--- config.mk ---
export PLATFORM = sky130hd
export DESIGN_NAME = csa_accum_flat
export DESIGN_NICKNAME = d
export VERILOG_FILES = /design/src/rtl/csa_accum_if.sv /design/src/rtl/csa_accum.sv /design/src/flat_wrapper.sv
export SDC_FILE = /design/constraint.sdc
export NUM_CORES = 1
export LEC_CHECK = 0
export CAP_MARGIN = 10
export CORE_UTILIZATION = 45
export CTS_CLUSTER_SIZE = 30
export DETAILED_ROUTE_END_ITERATION = 12
export GPL_TIMING_DRIVEN = 0
export PLACE_DENSITY_LB_ADDON = 0.25
export SLEW_MARGIN = 30
export SYNTH_ARGS = -nofsm -noshare
export SYNTH_HDL_FRONTEND = slang
export SYNTH_SLANG_ARGS = --single-unit
--- constraint.sdc ---
create_clock -name clk -period 4.26 [get_ports clk]
set_input_delay 0.852 -clock clk [delete_from_list [all_inputs] [get_ports clk]]
set_output_delay 0.852 -clock clk [all_outputs]
set_load 0.02 [all_outputs]
--- src/rtl/csa_accum_if.sv ---
// rtl/csa_accum_if.sv - beat input and result output bundle for csa_accum
//
// Purpose: groups the input beat handshake and the result handshake.
// Ports (signals):
//   in_valid/in_ready/in_data/in_last : operand beats, NOPS operands of BW bits
//   out_valid/out_ready/out_sum/out_ovf : resolved packet total and overflow flag
// Modports: master = producer of beats and consumer of results; slave = csa_accum.
interface csa_accum_if #(
  parameter int BW    = 8,
  parameter int NOPS  = 4,
  parameter int ACC_W = 16
);
  logic                 in_valid;
  logic                 in_ready;
  logic [NOPS*BW-1:0]   in_data;
  logic                 in_last;
  logic                 out_valid;
  logic                 out_ready;
  logic [ACC_W-1:0]     out_sum;
  logic                 out_ovf;

  modport master (
    output in_valid, in_data, in_last, out_ready,
    input  in_ready, out_valid, out_sum, out_ovf
  );

  modport slave (
    input  in_valid, in_data, in_last, out_ready,
    output in_ready, out_valid, out_sum, out_ovf
  );
endinterface

--- src/rtl/csa_accum.sv ---
// rtl/csa_accum.sv - multi-operand carry-save accumulator with segmented resolve
//
// Purpose: compresses each accepted beat of NOPS operands into a redundant
// sum/carry accumulator, then resolves the pair SEG bits per cycle at end of
// packet and presents the total with an exact overflow flag.
// Ports:
//   clk  : clock, rising edge
//   rst  : asynchronous active-high reset
//   bus  : csa_accum_if slave (beat input handshake, result output handshake)
module csa_accum #(
  parameter int BW    = 8,
  parameter int NOPS  = 4,
  parameter int ACC_W = 16,
  parameter int SEG   = 8
) (
  input  logic        clk,
  input  logic        rst,
  csa_accum_if.slave  bus
);

  localparam int R  = (ACC_W + SEG - 1) / SEG;
  localparam int PW = R * SEG;
  localparam int CW = (R > 1) ? $clog2(R) : 1;

  typedef enum logic [1:0] {IDLE, ACCUM, RESOLVE, OUT} state_t;

  state_t            state_q, state_d;
  logic [ACC_W-1:0]  sum_q, carry_q;
  logic [ACC_W-1:0]  sum_d, carry_d;
  logic [ACC_W-1:0]  op_ext, maj;
  logic              ovf_q, drop_d;
  logic [CW-1:0]     seg_q;
  logic              cin_q;
  logic [PW-1:0]     res_q, res_d;
  logic [PW-1:0]     sum_pad, carry_pad;
  logic [SEG-1:0]    seg_a, seg_b, seg_s;
  logic              seg_co;
  logic              last_seg, res_hi, res_ovf;
  logic [ACC_W-1:0]  out_sum_q;
  logic              out_ovf_q;
  logic              in_ready_c, out_valid_c, accept, out_fire;

  // Chain of 3:2 compressors: each operand is folded into the running
  // sum/carry pair. The carry bit shifted out of the top is a genuine
  // 2^ACC_W contribution, so it is recorded rather than silently lost.
  always_comb begin
    sum_d   = (state_q == IDLE) ? '0 : sum_q;
    carry_d = (state_q == IDLE) ? '0 : carry_q;
    drop_d  = 1'b0;
    op_ext  = '0;
    maj     = '0;
    for (int k = 0; k < NOPS; k++) begin
      op_ext  = ACC_W'(bus.in_data[k*BW +: BW]);
      maj     = (sum_d & carry_d) | (sum_d & op_ext) | (carry_d & op_ext);
      sum_d   = sum_d ^ carry_d ^ op_ext;
      drop_d  = drop_d | maj[ACC_W-1];
      carry_d = {maj[ACC_W-2:0], 1'b0};
    end
  end

  // Resolve works on zero-padded copies so a partial top segment needs no
  // special casing; any bit landing above ACC_W in the padding is overflow.
  assign sum_pad   = PW'(sum_q);
  assign carry_pad = PW'(carry_q);

  always_comb begin
    seg_a = '0;
    seg_b = '0;
    for (int i = 0; i < R; i++) begin
      if (seg_q == CW'(i)) begin
        seg_a = sum_pad[i*SEG +: SEG];
        seg_b = carry_pad[i*SEG +: SEG];
      end
    end
    {seg_co, seg_s} = {1'b0, seg_a} + {1'b0, seg_b} + {{SEG{1'b0}}, cin_q};
    res_d = res_q;
    for (int i = 0; i < R; i++) begin
      if (seg_q == CW'(i)) begin
        res_d[i*SEG +: SEG] = seg_s;
      end
    end
  end

  generate
    if (PW > ACC_W) begin : g_pad
      assign res_hi = |res_d[PW-1:ACC_W];
    end else begin : g_nopad
      assign res_hi = 1'b0;
    end
  endgenerate

  assign last_seg = (seg_q == CW'(R - 1));
  assign res_ovf  = ovf_q | seg_co | res_hi;

  always_ff @(posedge clk or posedge rst) begin
    if (rst) begin
      state_q <= IDLE;
    end else begin
      state_q <= state_d;
    end
  end

  always_comb begin
    state_d     = state_q;
    in_ready_c  = 1'b0;
    out_valid_c = 1'b0;
    case (state_q)
      IDLE, ACCUM: begin
        in_ready_c = 1'b1;
        if (bus.in_valid) begin
          state_d = bus.in_last ? RESOLVE : ACCUM;
        end
      end
      RESOLVE: begin
        if (last_seg) begin
          state_d = OUT;
        end
      end
      OUT: begin
        out_valid_c = 1'b1;
        if (bus.out_ready) begin
          state_d = IDLE;
        end
      end
      default: state_d = IDLE;
    endcase
  end

  assign accept   = in_ready_c & bus.in_valid;
  assign out_fire = out_valid_c & bus.out_ready;

  always_ff @(posedge clk or posedge rst) begin
    if (rst) begin
      sum_q     <= '0;
      carry_q   <= '0;
      ovf_q     <= 1'b0;
      seg_q     <= '0;
      cin_q     <= 1'b0;
      res_q     <= '0;
      out_sum_q <= '0;
      out_ovf_q <= 1'b0;
    end else begin
      if (accept) begin
        sum_q   <= sum_d;
        carry_q <= carry_d;
        ovf_q   <= ovf_q | drop_d;
      end
      if (state_q == RESOLVE) begin
        res_q <= res_d;
        cin_q <= seg_co;
        seg_q <= seg_q + CW'(1);
        if (last_seg) begin
          // Outputs are only written here, so they hold through OUT stalls.
          out_sum_q <= res_d[ACC_W-1:0];
          out_ovf_q <= res_ovf;
          seg_q     <= '0;
        end
      end
      if (out_fire) begin
        sum_q   <= '0;
        carry_q <= '0;
        ovf_q   <= 1'b0;
        res_q   <= '0;
        cin_q   <= 1'b0;
        seg_q   <= '0;
      end
    end
  end

  assign bus.in_ready  = in_ready_c;
  assign bus.out_valid = out_valid_c;
  assign bus.out_sum   = out_sum_q;
  assign bus.out_ovf   = out_ovf_q;

endmodule

--- src/flat_wrapper.sv ---
// flat-port wrapper written by rule: the top's interface ports become plain ports
module csa_accum_flat 
#(
  parameter int BW    = 8,
  parameter int NOPS  = 4,
  parameter int ACC_W = 16,
  parameter int SEG   = 8
)
  (clk, rst, bus_in_valid, bus_in_data, bus_in_last, bus_out_ready, bus_in_ready, bus_out_valid, bus_out_sum, bus_out_ovf);
  csa_accum_if #(.BW(BW), .NOPS(NOPS), .ACC_W(ACC_W)) bus_i ();
  input  logic clk;
  input  logic rst;
  input wire logic [$bits(bus_i.in_valid)-1:0] bus_in_valid;
  input wire logic [$bits(bus_i.in_data)-1:0] bus_in_data;
  input wire logic [$bits(bus_i.in_last)-1:0] bus_in_last;
  input wire logic [$bits(bus_i.out_ready)-1:0] bus_out_ready;
  output wire logic [$bits(bus_i.in_ready)-1:0] bus_in_ready;
  output wire logic [$bits(bus_i.out_valid)-1:0] bus_out_valid;
  output wire logic [$bits(bus_i.out_sum)-1:0] bus_out_sum;
  output wire logic [$bits(bus_i.out_ovf)-1:0] bus_out_ovf;
  assign bus_i.in_valid = bus_in_valid;
  assign bus_i.in_data = bus_in_data;
  assign bus_i.in_last = bus_in_last;
  assign bus_i.out_ready = bus_out_ready;
  assign bus_in_ready = bus_i.in_ready;
  assign bus_out_valid = bus_i.out_valid;
  assign bus_out_sum = bus_i.out_sum;
  assign bus_out_ovf = bus_i.out_ovf;
  csa_accum #(.BW(BW), .NOPS(NOPS), .ACC_W(ACC_W), .SEG(SEG)) u_core (.clk(clk), .rst(rst), .bus(bus_i));
endmodule
==> summary.txt <==
Outcome - finished, final reports clean
Crit start category - flop
Vert. Die Dim - 99.16 um
Yosys reg bits - 61
Slew Limit Fails - 0
R2r worst-path depth - 10
Critical Path Slowest Stage Cell - fa_1
R2r endpoint - u_core.sum_pad[7]
Worst reg2reg path startpoint - u_core.state_q[0]
Placed cell area - 0.004960 sq mm
DRC - 0
Most used cell, CP - fa_1
Share of cells above drive strength 1 - 0.1134
GR peak layer - met2
CTS tree - done
Initial antenna violation count - 0
Top-area cell type share of the netlist area - 0.3594
Worst-path clk slew - 0.08 ns
Core area - 0.009196 sq mm
Minimum clock period - 3.747 ns
Hold depth - 2
Routed WL per cell - 15.31 um
H-tree depth - 3
Final Skew - 0.01543 ns
Post-layout instance area - 0.005132 sq mm
Filler Cells Inserted - 817
Number of global-route vias before repair - 3,246
Vias per cell - 5.129
Worst Path Arrival - 4.02 ns
PwrDens - 813.1 mW/mm^2
CTS Buf Count - 9
Ranking of synthesized cells by area - dfrtp_1, fa_1, ha_1
Clk buf depth - 2
Global-route wire length before repair - 15.81 mm
DIE AREA - 0.009832 sq mm
Initial core utilization - 0.4619
Top delay family on crit path - adder cells
Async S/R FF share, synth - 1.000
WHS - 0.4721 ns
FF/Latch Area - 0.001526 sq mm
Hold EP - u_core.bus.out_sum[1]
Grt met1 use - 0.2739
Final hold violation count - 0
Initial drt markers - 126
Cell variety after synth - 40
Number of synthesized flops with an enable pin - 0
Max_cap viols - 0
YS warnings - 0
Leading area contributor after synthesis - dfrtp_1
Post-cts repair resize count - 0
Synth Net Count - 531
Vias - 3,103
# port buffers - 55
Synth Instances - 422
1st-pass router iterations - 4
Most common cell after layout, fill and taps aside - nand2_1
Sequential share of the synthesized area - 0.3594
Synthesized area per cell - 10.07 sq um
Total Wirelength - 9.262 mm
WS Path Type - flop to flop
Die X - 99.16 um
Fin nets - 598
GR Util met3 - 0.05341
Root buffer cell - clkbuf_8
Skew-Pair Late Insertion Delay - 0.36 ns
Cell Rows - 35
IO Count - 56
Pre-CTS setup slack - 0.5346 ns
Number of setup buffers added after CTS - 0
Leakage power - 0.002537 uW
Min setup slack post-route - 0.5129 ns
Most frequent cells in the layout - nand2_1, dfrtp_1, clkdlybuf4s50_1
Req. time, crit path - 4.53 ns
Sink Count - 61
Largest net degree at the start of global routing - 34
Hold Path Class - flop to flop
RSZ-0062 raised after global routing - false
Area delta synth->final - 20.82%
Hold wc startpoint - u_core.res_q[1]
Fin crit share - 0.8796
Crit path largest cell delay - 0.51 ns
Mapped Area - 0.004248 sq mm
Slew at the pin closest to its max-slew limit - 0.5493 ns
Area of the multi-input gates - 0.002467 sq mm
Number of buffer and inverter stages on the critical path - 3
Met2 GRT Util - 0.3556
Relative slew slack - 0.6338
Grt ovf - 0
Diode count - 0
R2R setup slack - 0.51 ns
Fin Setup TNS - 0 ns
Gr usage total - 0.2123
HPWL after DPL - 7.236 mm
Critical path cell sequence - nor2_1, clkbuf_1, buf_2, nor2b_1, fa_1, inv_1, fa_1, fa_1, fa_1, a211oi_1
Hold Buf Count CTS - 0
Crit. End Element - flop
Max Fclk - 0.2669 GHz
Most used DFF post-synth - dfrtp_1
Final Setup Violations - 0
DRT antenna net count - 0
VDD IR-drop max - 326.5 uV
CP Max Fanout - 10
GPL Wtd Cong - 0.8682
==> power by group <==
part / internal, uW / switching (uW)
registers: 807 / 175
clock network: 212 / 251
logic: 1260 / 1470
==> worst register-to-register path: cells and delay by family, from the launching register on <==
family	cells	cell delay, ns
compound gates	1	0.20
fa+ha+maj	4	1.87
buf+inv	3	0.81
flops	1	0.49
simple gates	2	0.27
==> sequential cells by signal, summed over array words and instances, names as in the netlist <==
register            count
u_core.bus.out_sum     16
u_core.sum_pad         16
u_core.carry_pad       15
u_core.res_q            8
u_core.state_q          2
u_core.bus.out_ovf      1
u_core.cin_q            1
u_core.last_seg         1
u_core.ovf_q            1
==> synthesized netlist by cell type (all sizes together), types with 3 or more instances <==
master  count
nand2      74
dfrtp      61
ha         41
inv        41
nor2b      32
fa         31
nor2       24
a21oi      23
buf        17
mux2       16
a211oi     15
o21ai      11
a22o        6
nand2b      4
xnor2       4
mux2i       3
==> cell type report <==
| cell class | instances | share of cell area |
|---|---|---|
| Timing Repair Buffer | 56 | 0.1112 |
| Multi-Input combinational cell | 301 | 0.4807 |
| Tap cell | 111 | 0.02706 |
| Clock inverter | 7 | 0.009508 |
| Sequential cell | 61 | 0.2974 |
| Clock buffer | 9 | 0.02413 |
| Inverter | 41 | 0.03047 |
| Buffer | 19 | 0.01950 |
==> how the worst max path moves through the flow <==
stage / start / to / depth (start not counted)
6_report: u_core.state_q[0] / u_core.sum_pad[7] / 10
5_1_grt: u_core.state_q[0] / u_core.sum_pad[7] / 10
4_1_cts: u_core.state_q[0] / u_core.sum_pad[7] / 10
3_5_place_dp: u_core.state_q[0] / u_core.sum_pad[7] / 10
3_3_place_gp: u_core.state_q[0] / u_core.sum_pad[7] / 10
2_1_floorplan: u_core.state_q[1] / u_core.sum_pad[7] / 11
==> routing by layer <==
layer	routed length [um]	share of wire
met3	403	0.044
met2	4536	0.49
met5	0	0
met1	4211	0.45
met4	112	0.012
==> cells by family (layout without fill, tap and decap cells) <==
logic type | count (synthesis) | in the layout | share of synthesized area
compound gates | 65 | 65 | 0.1004
xor+xnor | 4 | 4 | 0.008247
fa+ha+maj | 72 | 72 | 0.2669
buf+inv | 60 | 132 | 0.05980
flops | 61 | 61 | 0.3594
mux | 19 | 19 | 0.04948
simple gates | 141 | 141 | 0.1558
==> stage by stage <==
step	util	total power, uW	std cells
3_3_place_gp	0.5369	3631	588
3_5_place_dp	0.5393	3753	589
4_1_cts	0.5581	4238	605
5_1_grt	0.5581	4639	605
6_report	0.5581	4173	605
2_1_floorplan	-	2892	422
Power figures use the tool's default switching activity.
